File: src/rtl/cpu_isa_pkg.sv
// Shared ISA definitions for the branch resolve unit.
// Holds the branch opcode, instruction field positions, the branch
// condition encoding, the resolve FSM states and the flag bit indices.
package cpu_isa_pkg;

    // Instruction field layout
    localparam logic [4:0]  BR_OP   = 5'b11100;
    localparam int unsigned OPC_HI  = 31;
    localparam int unsigned OPC_LO  = 27;
    localparam int unsigned COND_HI = 26;
    localparam int unsigned COND_LO = 25;
    localparam int unsigned OFF_W   = 25;

    // Flag bit positions inside the {C,N,Z} vector
    localparam int unsigned FLG_C = 2;
    localparam int unsigned FLG_N = 1;
    localparam int unsigned FLG_Z = 0;

    // Width of the flush down-counter, enough for FLUSH_CYCLES up to 7
    localparam int unsigned FLUSH_CNT_W = 3;

    typedef enum logic [1:0] {
        COND_AL = 2'b00,
        COND_Z  = 2'b01,
        COND_N  = 2'b10,
        COND_C  = 2'b11
    } cond_e;

    typedef enum logic [1:0] {
        StRun   = 2'b00,
        StIssue = 2'b01,
        StFlush = 2'b10
    } bru_state_e;

endpackage

File: src/rtl/sat_counter.sv
// Saturating up-counter used for branch statistics.
// Ports:
//   clk   - clock, counts on posedge
//   rst   - synchronous active-high reset, clears the count
//   inc   - increment request for this cycle
//   count - current value; holds at all-ones instead of wrapping
module sat_counter #(
    parameter int unsigned CNT_W = 16
) (
    input  logic             clk,
    input  logic             rst,
    input  logic             inc,
    output logic [CNT_W-1:0] count
);

    always_ff @(posedge clk) begin
        if (rst) begin
            count <= '0;
        end else if (inc && (count != {CNT_W{1'b1}})) begin
            count <= count + 1'b1;
        end
    end

endmodule

File: src/rtl/branch_resolve_unit.sv
// Branch resolve unit: evaluates fetched instructions, raises a one-cycle
// branch request towards the PC for each taken branch, squashes wrong-path
// instructions while the branch lands, keeps the {C,N,Z} flags and counts
// evaluated/taken branches.
// Ports:
//   clk, rst     - clock and synchronous active-high reset
//   instr        - fetched instruction word
//   instr_valid  - instr is meaningful this cycle
//   flag_wr      - ALU writes flags this cycle
//   flags_in     - {C,N,Z} from the ALU
//   isBranch     - one-cycle PC branch request
//   jump_value   - signed word offset for the PC, zero when isBranch is low
//   squash       - decode must discard the current instruction
//   flags_q      - architectural {C,N,Z}
//   branch_cnt   - branches evaluated (saturating)
//   taken_cnt    - branches taken (saturating)
module branch_resolve_unit
    import cpu_isa_pkg::*;
#(
    parameter int unsigned FLUSH_CYCLES = 1,
    parameter int unsigned CNT_W        = 16
) (
    input  logic             clk,
    input  logic             rst,
    input  logic [31:0]      instr,
    input  logic             instr_valid,
    input  logic             flag_wr,
    input  logic [2:0]       flags_in,
    output logic             isBranch,
    output logic [OFF_W-1:0] jump_value,
    output logic             squash,
    output logic [2:0]       flags_q,
    output logic [CNT_W-1:0] branch_cnt,
    output logic [CNT_W-1:0] taken_cnt
);

    bru_state_e             state_q, state_d;
    logic [FLUSH_CNT_W-1:0] flush_cnt_q, flush_cnt_d;
    logic [OFF_W-1:0]       off_q, off_d;
    logic [2:0]             eff_flags;
    logic                   is_branch;
    logic                   cond_true;
    logic                   branch_inc;
    logic                   taken_inc;
    cond_e                  cond;

    assign is_branch = instr_valid && (instr[OPC_HI:OPC_LO] == BR_OP);
    assign cond      = cond_e'(instr[COND_HI:COND_LO]);

    // Flags written this cycle are visible to a branch in the same cycle.
    assign eff_flags = flag_wr ? flags_in : flags_q;

    always_comb begin
        cond_true = 1'b0;
        unique case (cond)
            COND_AL: cond_true = 1'b1;
            COND_Z:  cond_true = eff_flags[FLG_Z];
            COND_N:  cond_true = eff_flags[FLG_N];
            COND_C:  cond_true = eff_flags[FLG_C];
            default: cond_true = 1'b0;
        endcase
    end

    always_comb begin
        state_d     = state_q;
        flush_cnt_d = flush_cnt_q;
        off_d       = off_q;
        branch_inc  = 1'b0;
        taken_inc   = 1'b0;
        unique case (state_q)
            StRun: begin
                if (is_branch) begin
                    branch_inc = 1'b1;
                    if (cond_true) begin
                        taken_inc = 1'b1;
                        off_d     = instr[OFF_W-1:0];
                        state_d   = StIssue;
                    end
                end
            end
            StIssue: begin
                if (FLUSH_CYCLES > 0) begin
                    state_d     = StFlush;
                    flush_cnt_d = FLUSH_CNT_W'(FLUSH_CYCLES);
                end else begin
                    state_d = StRun;
                end
            end
            StFlush: begin
                // Counter holds the FLUSH cycles still to go, including this one.
                flush_cnt_d = flush_cnt_q - 1'b1;
                if (flush_cnt_q <= FLUSH_CNT_W'(1)) begin
                    state_d = StRun;
                end
            end
            default: begin
                state_d = StRun;
            end
        endcase
    end

    always_ff @(posedge clk) begin
        if (rst) begin
            state_q     <= StRun;
            flush_cnt_q <= '0;
            off_q       <= '0;
            flags_q     <= '0;
        end else begin
            state_q     <= state_d;
            flush_cnt_q <= flush_cnt_d;
            off_q       <= off_d;
            if (flag_wr) begin
                flags_q <= flags_in;
            end
        end
    end

    always_comb begin
        isBranch   = (state_q == StIssue);
        jump_value = isBranch ? off_q : '0;
        squash     = (state_q != StRun);
    end

    sat_counter #(
        .CNT_W (CNT_W)
    ) u_branch_cnt (
        .clk   (clk),
        .rst   (rst),
        .inc   (branch_inc),
        .count (branch_cnt)
    );

    sat_counter #(
        .CNT_W (CNT_W)
    ) u_taken_cnt (
        .clk   (clk),
        .rst   (rst),
        .inc   (taken_inc),
        .count (taken_cnt)
    );

endmodule

File: config.mk
export PLATFORM = sky130hd
export DESIGN_NAME = branch_resolve_unit
export DESIGN_NICKNAME = d
export VERILOG_FILES = /design/src/rtl/cpu_isa_pkg.sv /design/src/rtl/sat_counter.sv /design/src/rtl/branch_resolve_unit.sv
export SDC_FILE = /design/constraint.sdc
export NUM_CORES = 1
export LEC_CHECK = 0
export ABC_AREA = 0
export CORE_MARGIN = 5
export CORE_UTILIZATION = 55
export CTS_CLUSTER_DIAMETER = 200
export CTS_CLUSTER_SIZE = 12
export DETAILED_ROUTE_END_ITERATION = 10
export DONT_BUFFER_PORTS = 1
export PLACE_DENSITY_LB_ADDON = 0.2
export SLEW_MARGIN = 10
export SYNTH_ARGS = -nofsm -noshare
export SYNTH_HDL_FRONTEND = slang
export SYNTH_SLANG_ARGS = --single-unit
File: constraint.sdc
create_clock -name clk -period 5.58 [get_ports clk]
set_clock_uncertainty 0.15 [all_clocks]
set_input_delay 0.837 -clock clk [delete_from_list [all_inputs] [get_ports clk]]
set_output_delay 0.837 -clock clk [all_outputs]
set_load 0.05 [all_outputs]
### Word level (Yosys, flattened, before mapping)

Cells that the tools add are included.

* $add $sub $neg: 3
* order comparisons: 1
* equality and inequality tests: 11
* multiplexer cells: 13
* reduce and logical (&&, ||, !) cells: 9

Operators by type and width (count)
* $add 16x1->16 const B: 2
* $ne 16x16->1 const B: 2
* $mux 25: 1
* $eq 2x2->1 const B: 3
* $mux 2: 3
* $ne 2x2->1 const B: 3
* $pmux 2 s3: 1
* $pmux 3 s2: 1
* $reduce_and 3->1: 2
* $eq 5x5->1 const B: 1
* $mux 1: 5
* $eq 2x1->1 const B: 2
* $logic_not 2->1: 2
* $pmux 1 s4: 1
* $reduce_bool 2->1: 2
* $le 3x1->1 const B: 1
* $logic_and 1x1->1: 3
* $mux 3: 1
* $sub 3x1->3 const B: 1

* flip-flop bits (word level): 65
* bits of input ports: 39
* output and inout port bits: 62
* word-level logic and storage cells: 43

### Depth between registers and ports, before layout

Gate-level depths: netlist of the first run.

* depth in word-level cells: 6
* mapped depth: 8
* mapped depth without buffers: 7

### Modules after synthesis

From an unflattened synthesis of the first run, not the netlist that was laid out.

* cells, all modules: 390
* area total of the unflattened synthesis: 3383.2 um^2

Modules (own cells, without submodules)
* sat_counter: instances 2, cells each 99, area an instance 848.3 um^2, sequential area each 320.3 um^2
* branch_resolve_unit: instances 1, cells each 192, area an instance 1686.6 um^2, sequential area each 660.6 um^2

### Worst setup path before layout of the first run

OpenSTA, ideal clock, no wires.

* kind: input to register
* start: in instr[27]
* end: reg u_taken_cnt.count[11]
* library setup time: 70 ps
* arrival time: 2491 ps
* data required time: 5360 ps
* path slack: 2868 ps
* stages on the path: 7
* buffers on the path: 2
* path through: and4bb_1 -> nand4_1 -> buf_6 -> or3_4 -> buf_6 -> or4_1 -> a21oi_1

* word-level cells in the longest chain between the ends: 5

Ends and longest elaborated chain
* start, declared: RTL line branch_resolve_unit.sv:25 `input logic [31:0] instr,`
* $eq 5x5->1: RTL line branch_resolve_unit.sv:47 `assign is_branch = instr_valid && (instr[OPC_HI:OPC_LO] == BR_OP);`
* $logic_and 1x1->1: RTL line branch_resolve_unit.sv:47
* $mux 1: RTL line branch_resolve_unit.sv:72 `if (is_branch) begin`
* $mux 1: RTL line branch_resolve_unit.sv:70 `unique case (state_q)`
* $logic_and 1x1->1: RTL line sat_counter.sv:19 `end else if (inc && (count != {CNT_W{1'b1}})) begin`
* end signal, assigned: RTL line sat_counter.sv:20 `count <= count + 1'b1;`
* end, declared: RTL line sat_counter.sv:13 `output logic [CNT_W-1:0] count`

Every way passes these cells.
A chain may end at the register's enable or synchronous reset.

### Worst setup path after layout of the first run

* start: reg state_q[1]
* end: out jump_value[1]

* word-level cells in the longest chain between the ends: 2

Ends and longest elaborated chain
* start, declared: RTL line branch_resolve_unit.sv:37 `bru_state_e state_q, state_d;`
* start signal, assigned: RTL line branch_resolve_unit.sv:104 `state_q <= StRun;`
* start signal, assigned: RTL line branch_resolve_unit.sv:109 `state_q <= state_d;`
* $eq 2x1->1: RTL line branch_resolve_unit.sv:119 `isBranch = (state_q == StIssue);`
* named net isBranch: RTL line branch_resolve_unit.sv:29 `output logic isBranch,`
* $mux 25: RTL line branch_resolve_unit.sv:120 `jump_value = isBranch ? off_q : '0;`
* end, declared: RTL line branch_resolve_unit.sv:30 `output logic [OFF_W-1:0] jump_value,`

The timed path passes the listed nets, and every way through them passes these cells.

==> results of run 1 <==
[final timing paths]
| kind | slack [ns] | to | startpoint | cells past startpoint |
|---|---|---|---|---|
| setup reg to reg | 2.45 | u_taken_cnt.count[6] | flags_q[2] | 5 |
| hold / removal | 0.29 | off_q[22] | off_q[22] | 2 |
| hold reg to reg | 0.29 | off_q[22] | off_q[22] | 2 |
| setup / recovery | 2.34 | jump_value[1] | state_q[1] | 3 |
[layout make-up]
| class | instances | area (um2) | area share |
|---|---|---|---|
| clock buffer | 9 | 124 | 0.0369 |
| clock inverter | 7 | 119 | 0.0354 |
| inverter | 8 | 30.0 | 0.00895 |
| multi-input combinational | 291 | 1690 | 0.504 |
| sequential | 65 | 1300 | 0.388 |
| tap | 72 | 90.1 | 0.0269 |
[kinds of logic (layout without fill, tap and decap cells)]
group,count (synthesis),in the layout,synth area share
simple gates,197,197,0.333
mux,6,6,0.0206
fa+ha+maj,7,7,0.0282
buf+inv,27,24,0.0379
compound gates,67,67,0.121
flops,65,65,0.419
xor+xnor,14,14,0.0395
[cells in the mapped netlist (2+ instances only)]
library cell	n
sky130_fd_sc_hd__nor3_1	3
sky130_fd_sc_hd__and2_1	29
sky130_fd_sc_hd__buf_6	2
sky130_fd_sc_hd__nand4_1	14
sky130_fd_sc_hd__mux2i_1	3
sky130_fd_sc_hd__mux2_2	3
sky130_fd_sc_hd__or4_1	11
sky130_fd_sc_hd__nor2_1	27
sky130_fd_sc_hd__xnor2_1	7
sky130_fd_sc_hd__nand3b_1	2
sky130_fd_sc_hd__nor2b_1	5
sky130_fd_sc_hd__buf_1	2
sky130_fd_sc_hd__nor4_1	9
sky130_fd_sc_hd__xor2_1	7
sky130_fd_sc_hd__or3_1	2
sky130_fd_sc_hd__nand2_1	63
sky130_fd_sc_hd__inv_1	8
sky130_fd_sc_hd__a211oi_1	2
sky130_fd_sc_hd__and3_1	4
sky130_fd_sc_hd__nand3_1	16
sky130_fd_sc_hd__dfxtp_1	65
sky130_fd_sc_hd__ha_1	7
sky130_fd_sc_hd__o21ai_0	7
sky130_fd_sc_hd__o31ai_1	11
sky130_fd_sc_hd__clkbuf_1	14
sky130_fd_sc_hd__a21oi_1	44
sky130_fd_sc_hd__and4_1	4
[metrics by stage]
stage,cell area [um2],power (mW),setup WS (ns),cells,utilization
final,3350,0.976,2.34,452,0.609
after floorplan,3100,0.501,2.87,383,-
after global routing,3350,1.00,2.13,452,0.609
after global placement,3110,0.497,2.30,436,0.565
after CTS,3350,0.982,2.31,452,0.609
after detailed placement,3110,0.497,2.25,436,0.565
[tightest hold or removal path, stage by stage, from the launching register on]
cell and delay, ns:
sky130_fd_sc_hd__dfxtp_1 0.31, sky130_fd_sc_hd__nand2_1 0.05, sky130_fd_sc_hd__a21oi_1 0.05
[registers in the layout, summed over array words and instances (netlist names)]
| name | count |
|---|---|
| flush_cnt_q | 3 |
| u_taken_cnt.count | 16 |
| flags_q | 3 |
| state_q | 2 |
| off_q | 25 |
| u_branch_cnt.count | 16 |
[per-layer routing]
metal / vias up / GRT usage / routed length, um
met5: - / 0 / 0
met2: 94 / 0.299 / 3160
met3: 10 / 0.0612 / 676
li1: 1331 / - / -
met1: 1204 / 0.243 / 3150
met4: 0 / 0.0950 / 127
[power by group]
group	total (mW)	internal (mW)	switching (mW)	leakage (nW)
Combinational	0.0140	0.00559	0.00840	0.448
Sequential	0.473	0.466	0.00656	0.524
Clock	0.489	0.297	0.193	0.115
Total	0.976	0.768	0.208	1.09
==> impl.org, run 1 <==
** Place
- At the end of routability-driven placement, the weighted congestion stood at 0.810.
- HPWL after detailed placement :: 4.96 mm
- Buffers placed on the I/O ports in this run total 0.

** Yosys
- Synthesized flop and latch total :: 65
- Synth area leader :: sky130_fd_sc_hd__dfxtp_1
- During synthesis, Yosys emitted a total of 0 warnings.
- Cell count after synthesis :: 383
- In this run the cell area of the synthesized design comes to 3100 um2.
- Number of unique standard cell types used by synthesis :: 39
- Seq/Total Area, Yosys :: 0.419
- Yosys attributes the largest share of cell area to sky130_fd_sc_hd__dfxtp_1 42%, sky130_fd_sc_hd__nand2_1 7.6%, sky130_fd_sc_hd__a21oi_1 7.1%, sky130_fd_sc_hd__and2_1 5.8%, sky130_fd_sc_hd__nor2_1 3.3%.
- Of the post-synthesis cell area, the dominant cell type holds 0.419.
- Top flip-flop cell by instance count after synthesis :: sky130_fd_sc_hd__dfxtp_1
- Share of synthesized registers carrying an async set or reset :: 0
- Post-Synthesis Net Count :: 429
- Synthesized area divided by synthesized cell count :: 8.10 um2
- In this run, synthesis inferred 0 flip-flops with an integrated enable.

** Clock network
- Total of hold buffers inserted after clock tree synthesis :: 0
- TritonCTS built the clock tree.
- Sink count of the clock tree :: 65
- Later-pin clock latency in the skew report :: 0.34 ns
- Number of buffers created by CTS :: 9
- The H-tree was split into 3 levels.
- Post-CTS Setup Repair Bufs :: 0
- The tree is rooted in a sky130_fd_sc_hd__clkbuf_8.
- # resized after CTS :: 0
- The longest clock path from root to sink contains 2 buffers.
- After clock tree synthesis, the clock-pin slew on the worst setup and hold paths is 0.07 ns.

** Flow run
- Number of maximum-capacitance violations :: 0

** Cells and area
- The repair_antennas step left the layout with diodes totalling 0.
- At the end of the flow, the number of nets in the layout was 421.
- Layout cells sized above 1 :: 0.0605
- Synthesis-to-finish area growth :: 8.10%
- Final-layout fill cell count :: 519
- The library cell used most frequently in the layout, excluding fill and tap cells, is sky130_fd_sc_hd__dfxtp_1.
- In the layout the commonest cells are 65 x sky130_fd_sc_hd__dfxtp_1, 63 x sky130_fd_sc_hd__nand2_1, 44 x sky130_fd_sc_hd__a21oi_1.

** Power
- Leakage power of the design :: 1.09 nW
- Power per cell area :: 291 nW/um2
- IR analysis of the VDD net gives a maximum drop of 0.000170 V.

** Global route
- Pin count of the biggest net entering global routing :: 69
- Wire length of the first global-routing pass :: 11.5 mm
- The via count of the first global-routing pass came to 2474.
- The number of antenna violations at the first check in global routing is 0.
- In the global route stage, overall resource usage came out at 0.193.
- Overflow left after global routing :: 0

** Detailed routing
- After detailed routing, the number of remaining DRC violations is 0.
- Across all layers, the routed design uses 2639 vias.
- Routed wire length :: 7.12 mm
- Average vias per placed instance :: 5.84
- 1st-pass router iterations :: 4
- The count of nets left with antenna violations once routing finished came out at 0.
- In the final routed layout, each cell accounts on average for 15.7 um.
- The first routing iteration left 124 violations.

** STA
- Worst hold margin :: 0.295 ns
- Worst-margin pin slew :: 1.11 ns
- Final Hold Vio Count :: 0
- Maximum clock rate :: 0.309 GHz
- Portion of the clock cycle consumed by the worst path in the final layout :: 0.580
- Summed over all failing endpoints, the final setup total negative slack is 0 ns.
- Rel. slew slack :: 0.253
- The number of slew-limit violations in the final report came to 0.
- Minimum clock period after layout :: 3.24 ns
- Setup repair after global routing missed its margin :: false
- Setup violations remaining at the end of the flow were counted as 0.

** Die
- Die height :: 85.1 um
- After floorplanning, the core was sized to cover 5510 um2.
- Die Span X :: 85.1 um
- Number of standard-cell rows in the floorplan :: 27
- Total I/O pin count :: 101
- The initial utilization of the core area, before any placement, comes to 0.564.
- Die area :: 7240 um2

** Critical path
- The setup path with the least slack is of type reg -> out.
- Cell type of the slowest stage on the worst timing path :: sky130_fd_sc_hd__ha_1
- Worst setup SP type :: flop
- The largest single stage delay on the critical path is 0.90 ns.
- Traced cell by cell, the critical path runs through inv_1 -> ha_1 -> and2_1.
- Kind of capture point of the worst setup path :: primary output
- Of all nets on the critical path, the largest fanout is 27.
- Counting both buffers and inverters, the worst setup path holds a total of 1.
- Among cell families on the critical path, the largest total delay comes from adder cells.
- For the worst setup path, the data arrival time is 2.25 ns.
- Data on the critical path is required at its endpoint by 4.59 ns.

** Worst hold path
- Kind of path behind the tightest hold check :: reg -> reg

** Outcome
- The flow ran to the end, and the final reports show no timing, DRC or antenna violations.
(Power assumes the default switching activity.)
==> inputs of run 2 (changes only) <==
==> constraint.sdc (replaced) <==
create_clock -name clk -period 2.77 [get_ports clk]
set_clock_uncertainty 0.15 [all_clocks]
set_input_delay 0.4155 -clock clk [delete_from_list [all_inputs] [get_ports clk]]
set_output_delay 0.4155 -clock clk [all_outputs]
set_load 0.05 [all_outputs]
==> run 2 against run 1 <==
Core utilization grew 5.0 points. Combinational power grew to 4.4 times the previous value. Register-to-register slack lost 2.0 ns. Sequential share of layout area shrank 2.9 points. Flip-flop and latch count is the same. Worst hold slack lost 0.24 ns. Count of clock-buffer cells in the layout grew 3. Highest routed layer unchanged.
==> impl.org, run 2 (synthesis gave the netlist of run 1 again) <==
** Critical path
- The critical path in this run is classified as reg -> out.
- Crit-path cells :: inv_1 -> ha_1 -> and2_1
- Of all nets on the critical path, the largest fanout is 27.
- Kind of capture point of the worst setup path :: primary output
- Cell type of the slowest stage on the worst timing path :: sky130_fd_sc_hd__ha_1
- Broken down by cell family, the worst path's largest delay share belongs to adder cells.
- Together, buffers and inverters on the worst path number 1.
- The largest single stage delay on the critical path is 0.62 ns.
- Worst path required time :: 2.20 ns
- Critical path data arrival time :: 1.91 ns
- Worst setup SP type :: flop

** Place
- The wire-length estimate of the detail-placed layout is 5.30 mm.
- Input and output buffers added on the ports amount to 0.
- Routability Congestion :: 0.826

** Detailed routing
- Wires add up to 7.44 mm.
- The pre-antenna-repair detailed-routing pass consisted of 4 iterations.
- Remaining antenna violation count after routing :: 0
- Dividing the detail-routed via count by the number of cells gives 5.78.
- Detailed-route DRC error count :: 0
- 1st-iter DRT viols :: 68
- Summing over every cut layer, the via total after detailed routing is 2840.
- In the final routed layout, each cell accounts on average for 15.2 um.

** Cells and area
- Measured on the finished design, the core utilization comes to 0.659.
- Of the cells placed in the final design, the portion with a size suffix greater than 1 is 0.148.
- The register with the most flip-flops in the layout has 25 of them.
- In the layout the commonest cells are 65 x sky130_fd_sc_hd__dfxtp_1, 63 x sky130_fd_sc_hd__nand2_1, 44 x sky130_fd_sc_hd__a21oi_1.
- Largest registers :: off_q (25), u_branch_cnt.count (16), u_taken_cnt.count (16)
- Leaving out fill and tap cells, the most frequent cell in the layout is sky130_fd_sc_hd__dfxtp_1.
- Ranked by flip-flop count, first place goes to off_q.
- The net count of the finished layout is 460.
- Synthesis-to-finish area growth :: 16.9%
- Antenna Diode Count :: 0

** STA
- Maximum clock rate :: 0.404 GHz
- Setup violations remaining at the end of the flow were counted as 0.
- Minimum clock period after layout :: 2.48 ns
- Setup repair after global routing missed its margin :: false
- The final hold violation count was 0.
- For the pin with the worst max-slew slack, the measured transition is 0.740 ns.
- The worst pin sits at a relative slew slack of 0.502.
- Dividing the final minimum period by the clock period gives 0.895.
- The number of slew-limit violations in the final report was 0.
- Total negative setup slack :: 0 ns

** Worst hold path
- The min-delay analysis places its worst path in the category in -> reg.

** Clock network
- In this run the deepest clock path goes through 2 buffers.
- TritonCTS created 9 clock buffers.
- Clk Tree Root Cell :: sky130_fd_sc_hd__clkbuf_8
- Sink count of the clock tree :: 65
- Gates resized during post-CTS repair numbered 0.
- After clock tree synthesis, the clock-pin slew on the worst setup and hold paths is 0.07 ns.
- The later pin in the worst-skew pair is clocked with a latency of 0.34 ns.
- Post-CTS timing repair inserted 0 buffers for setup.
- Count of H-tree levels built during CTS :: 3
- TritonCTS built the clock tree.

** Global route
- The number of antenna violations at the first check in global routing is 0.
- The via count of the first global-routing pass was 2654.
- The first global-routing pass estimated 12.2 mm of wire.
- In the global route stage, overall resource usage came out at 0.207.
- Summed over all layers, the global routing overflow is 0.
- Pin count of the biggest net entering global routing :: 62

** Die
- From left edge to right edge, the die measures 85.1 um.
- For this configuration, the core starts out at a cell density of 0.564.
- Total I/O pin count :: 101
- After floorplanning, the core was sized to cover 5510 um2.
- From bottom edge to top edge, the die measures 85.1 um.
- The die covers 7240 um2.
- Number of standard-cell rows in the floorplan :: 27

** Power
- Final total power :: 1.76 mW
- Worst voltage drop across the vdd grid :: 0.000363 V
- Power spread over the standard cell area amounts to 485 nW/um2.
- Summed over all cells, the static leakage comes to 1.29 nW.

** Flow run
- Across the run, the number of max-cap violations was 0.

** Outcome
- The run finished with clean final reports.
run 2: cell count changes in the layout (fill, tap and decap cells not counted):
cell                         before  now
sky130_fd_sc_hd__buf_4            0   37
sky130_fd_sc_hd__clkinvlp_4       2    1
sky130_fd_sc_hd__buf_16           0    1
sky130_fd_sc_hd__clkinv_2         1    2
sky130_fd_sc_hd__clkbuf_8         9   12
sky130_fd_sc_hd__buf_12           0    1
sky130_fd_sc_hd__bufinv_16        3    0
run 2: worst paths after layout:
check        slack (ns)                  from                    end  cells after the start
max                0.29            state_q[1]         jump_value[20]                      3
min reg2reg        0.29              off_q[2]               off_q[2]                      2
min                0.06             instr[10]              off_q[10]                      2
max reg2reg        0.45  u_taken_cnt.count[3]  u_taken_cnt.count[14]                      5
run 2: cell type report:
| cell class | count | area, um2 |
|---|---|---|
| Timing Repair Buffer | 39 | 325 |
| Tap cell | 72 | 90.1 |
| Clock buffer | 12 | 165 |
| Fill cell | 465 | 1880 |
| Inverter | 8 | 30.0 |
| Clock inverter | 4 | 26.3 |
| Sequential cell | 65 | 1300 |
| Multi-Input combinational cell | 291 | 1690 |
run 2: per-layer routing:
layer	GRT usage	part of all wire
met1	0.245	0.42
met2	0.335	0.46
met3	0.0767	0.094
met4	0.0935	0.021
met5	0	0
run 2: power breakdown:
group | switching [mW] | leakage [nW] | internal, mW
Sequential | 0.00257 | 0.524 | 0.939
Clock | 0.358 | 0.0984 | 0.396
Combinational | 0.0421 | 0.667 | 0.0198
run 2: worst register-to-register path, delay by kind of cell (launching register included):
| family | cells | cell delay (ns) |
|---|---|---|
| AND/OR/NAND/NOR | 4 | 1.21 |
| flip-flops | 1 | 0.75 |
| AO/OA/AOI/OAI | 1 | 0.15 |
run 2: timing repair:
item                       CTS  global route
hold buffers                 1             0
setup endpoints to repair    0             0
hold endpoints to repair    61             0
run 2: through the flow:
step	std cells	area [um2]	hold slack [ns]	setup WS [ns]
after floorplan	383	3100	0.277	0.296
after global placement	474	3410	0.277	0.470
after detailed placement	474	3410	0.283	0.431
after CTS	491	3630	0.0461	0.260
after global routing	491	3630	0.0463	0.122
final	491	3630	0.0595	0.292
==> inputs of run 3 (changes only) <==
--- a/config.mk
+++ b/config.mk
@@ -7,11 +7,11 @@
 export LEC_CHECK = 0
 export ABC_AREA = 0
 export CORE_MARGIN = 5
-export CORE_UTILIZATION = 55
+export CORE_UTILIZATION = 25
 export CTS_CLUSTER_DIAMETER = 200
 export CTS_CLUSTER_SIZE = 12
 export DETAILED_ROUTE_END_ITERATION = 10
-export DONT_BUFFER_PORTS = 1
+export GPL_TIMING_DRIVEN = 0
 export PLACE_DENSITY_LB_ADDON = 0.2
 export SLEW_MARGIN = 10
 export SYNTH_ARGS = -nofsm -noshare
==> run 3 against run 2 <==
Sequential power is essentially flat. Critical path depth grew 1. Core utilization down 28 points. Clock power grew 42%. Count of clock-buffer cells in the layout is 1 higher. Final cell count grew 36%. Register-to-register slack lost 0.12 ns. Flip-flop and latch count stayed put. Non-clock buffer count rose by 80. Die area is 100% higher. Critical path type unchanged. Largest power group is now clock.
==> impl.org, run 3 (synthesis gave the netlist of run 1 again) <==
** Cells and area
- Most flop-heavy register :: off_q
- Once layout is done, the placed cells without fillers occupy 4550 um2.
- Synthesis-to-finish area growth :: 46.6%
- In the layout the commonest cells are 80 x sky130_fd_sc_hd__clkdlybuf4s50_1, 65 x sky130_fd_sc_hd__dfxtp_1, 63 x sky130_fd_sc_hd__nand2_1.
- The register with the most flip-flops in the layout has 25 of them.
- At the end of the flow, the number of nets in the layout was 540.
- Most common cell after layout, fill and taps aside :: sky130_fd_sc_hd__clkdlybuf4s50_1
- Largest registers :: off_q (25), u_branch_cnt.count (16), u_taken_cnt.count (16)
- 0 antenna diodes ended up in the layout.
- Number of standard cells in the final layout excluding fillers :: 666
- Layout cells sized above 1 :: 0.0663

** STA
- Total negative setup slack :: 0 ns
- The number of slew-limit violations in the final report is 0.
- For the pin with the worst max-slew slack, the measured transition is 1.06 ns.
- Minimum clock period after layout :: 2.63 ns
- Final hold analysis gives a worst-case slack of 0.294 ns.
- Static timing analysis puts the maximum clock frequency at 0.380 GHz.
- Portion of the clock cycle consumed by the worst path in the final layout :: 0.951
- Setup repair after global routing missed its margin :: false
- Setup violations remaining at the end of the flow were counted as 0.
- Final Hold Vio Count :: 0
- Measured against its own limit, the worst slew margin works out to 0.286.

** Clock network
- Sink count of the clock tree :: 65
- Count of H-tree levels built during CTS :: 3
- Total of hold buffers inserted after clock tree synthesis :: 0
- Clock tree from TritonCTS :: done
- After clock tree synthesis, the clock-pin slew on the worst setup and hold paths is 0.05 ns.
- Buffers added to address setup during post-CTS repair amount to 0.
- Maximum buffer depth of the clock tree :: 2
- For the worst-skew pair, the clock arrives at the later sink with an insertion delay of 0.32 ns.
- Buffers inserted during clock tree synthesis total 9.
- Clk Tree Root Cell :: sky130_fd_sc_hd__clkbuf_16

** Place
- Routability Congestion :: 0.838
- After detailed placement, the design holds a cell count of 651.
- Number of input and output port buffers inserted :: 100
- HPWL after detailed placement :: 6.84 mm
- Cell Area, Placed :: 4310 um2

** Die
- After floorplanning, the core was divided into 40 placement rows.
- In this run the vertical extent of the chip is 121 um.
- Die Span X :: 121 um
- Pin placement for this block handled 101 I/O pins.
- The initial utilization of the core area, before any placement, comes to 0.256.
- The floorplan step defined a die boundary enclosing 14700 um2.
- The core region is 12100 um2.

** Power
- Power comes to 2.14 mW.
- NetSw :: 0.459 mW
- Relative contribution of the clock network to total power :: 0.501
- IR analysis of the VDD net gives a maximum drop of 0.000194 V.
- Register share of total power :: 0.441
- Power per cell area :: 470 nW/um2
- Summed over all cells, the static leakage comes to 1.55 nW.
- Internal power comes to 1.68 mW.
- Net switching share of the total power :: 0.215
- The share of total power dissipated in combinational logic is 0.057.

** Detailed routing
- In the routed layout, each cell is associated on average with a via count of 4.61.
- Dividing the detail-routed wire length by the instance count gives 13.5 um.
- Remaining antenna violation count after routing :: 0
- 1st-iter DRT viols :: 129
- Wires add up to 8.97 mm.
- The detailed router placed 3070 vias in this run.
- 1st-pass router iterations :: 5
- After detailed routing, the number of remaining DRC violations is 0.

** Critical path
- Critical path buffer and inverter count :: 2
- Crit path kind :: reg -> out
- Worst setup endpoint :: jump_value[0]
- Kind of capture point of the worst setup path :: primary output
- In this run the worst path has a maximum fanout of 9.
- Counting buffers and inverters, the worst setup path is 4 cells deep.
- Start point of the critical path :: state_q[1]
- Critical path data arrival time :: 2.07 ns
- STA puts the critical path data required time at 2.20 ns.
- Across all register-to-register paths, the minimum setup slack is 0.33 ns.
- Among all stages on the critical path, the largest delay is contributed by sky130_fd_sc_hd__clkdlybuf4s50_1.
- Crit-path cells :: inv_1 -> ha_1 -> and2_1 -> clkdlybuf4s50_1
- Cells on worst reg2reg path :: 7
- Endpoint of the lowest-slack register-to-register path :: u_taken_cnt.count[15]
- Critical path's largest stage delay :: 0.82 ns
- STA classifies the critical path startpoint as a flop.
- The worst register-to-register path begins at state_q[1].
- On the critical path the largest part of the delay comes from buffers and inverters.

** Global route
- For this run the aggregate overflow at the end of global routing stands at 0.
- The first global-routing pass estimated 14.6 mm of wire.
- Pin count of the biggest net entering global routing :: 11
- Via count of the first global-routing pass :: 3006
- Across every metal layer, demand over resource in global routing totals 0.123.
- The number of antenna violations at the first check in global routing is 0.

** Flow run
- Across the run, the number of max-cap violations was 0.

** Worst hold path
- Kind of path behind the tightest hold check :: reg -> reg
- Worst min-delay path startpoint :: off_q[15]

** Outcome
- Result of the run :: completed
[run 3: changes by cell type in the layout (fill, tap and decap cells not counted), sizes merged]
cell,delta
buf,-34
clkdlybuf4s15,+4
clkdlybuf4s50,+80
clkbuf,+24
dlygate4sd2,+7
clkinv,-2
[run 3: area by class of cell]
| type | count | area [um2] |
|---|---|---|
| Fill cell | 1266 | 7560 |
| Timing Repair Buffer | 100 | 947 |
| Multi-Input combinational cell | 291 | 1690 |
| Sequential cell | 65 | 1300 |
| Inverter | 8 | 30.0 |
| Buffer | 19 | 87.6 |
| Tap cell | 168 | 210 |
| Clock inverter | 2 | 12.5 |
| Clock buffer | 13 | 270 |
[run 3: worst min path at each step]
stage / cells after the start / to
finish: 2 / off_q[15]
global route: 2 / off_q[15]
CTS: 2 / off_q[16]
detailed placement: 2 / off_q[16]
global placement: 2 / off_q[3]
floorplan: 2 / off_q[0]
[run 3: through the flow]
stage                      util  setup slack, ns
final                     0.376            0.135
after global routing      0.376         0.000666
after CTS                 0.377           0.0360
after detailed placement  0.356           -0.291
after global placement    0.356           -0.255
after floorplan               -            0.296
[run 3: power groups by stage]
stage	clock [mW]	sequential [mW]	combinational [mW]
2_1_floorplan	0	0.973	0.0354
3_3_place_gp	0	0.963	0.123
3_5_place_dp	0	0.963	0.123
4_1_cts	1.09	0.943	0.124
5_1_grt	1.13	0.943	0.133
6_report	1.07	0.943	0.123
[run 3: timing repair]
| action | in CTS | in global routing |
|---|---|---|
| setup endpoints to repair | 20 | 33 |
| gates cloned | 0 | 0 |
| resized for setup | 20 | 23 |
| endpoints found under the hold margin | 0 | 0 |
[run 3: routing by layer]
metal  GRT usage  wire length [um]  up-vias
met5           0                 0        -
met4      0.0546               144        0
met3      0.0331               585       10
met2       0.201              4080       97
met1       0.151              4170     1398
li1            -                 -     1565
[run 3: worst reg2reg max path, stage by stage, from the launching register on]
cell and delay (ns):
sky130_fd_sc_hd__dfxtp_1 0.32, sky130_fd_sc_hd__inv_1 0.10, sky130_fd_sc_hd__ha_1 0.22, sky130_fd_sc_hd__nand3_1 0.16, sky130_fd_sc_hd__a211oi_1 0.20, sky130_fd_sc_hd__nand3b_1 0.37
sky130_fd_sc_hd__nor4_1 0.45, sky130_fd_sc_hd__mux2_2 0.37
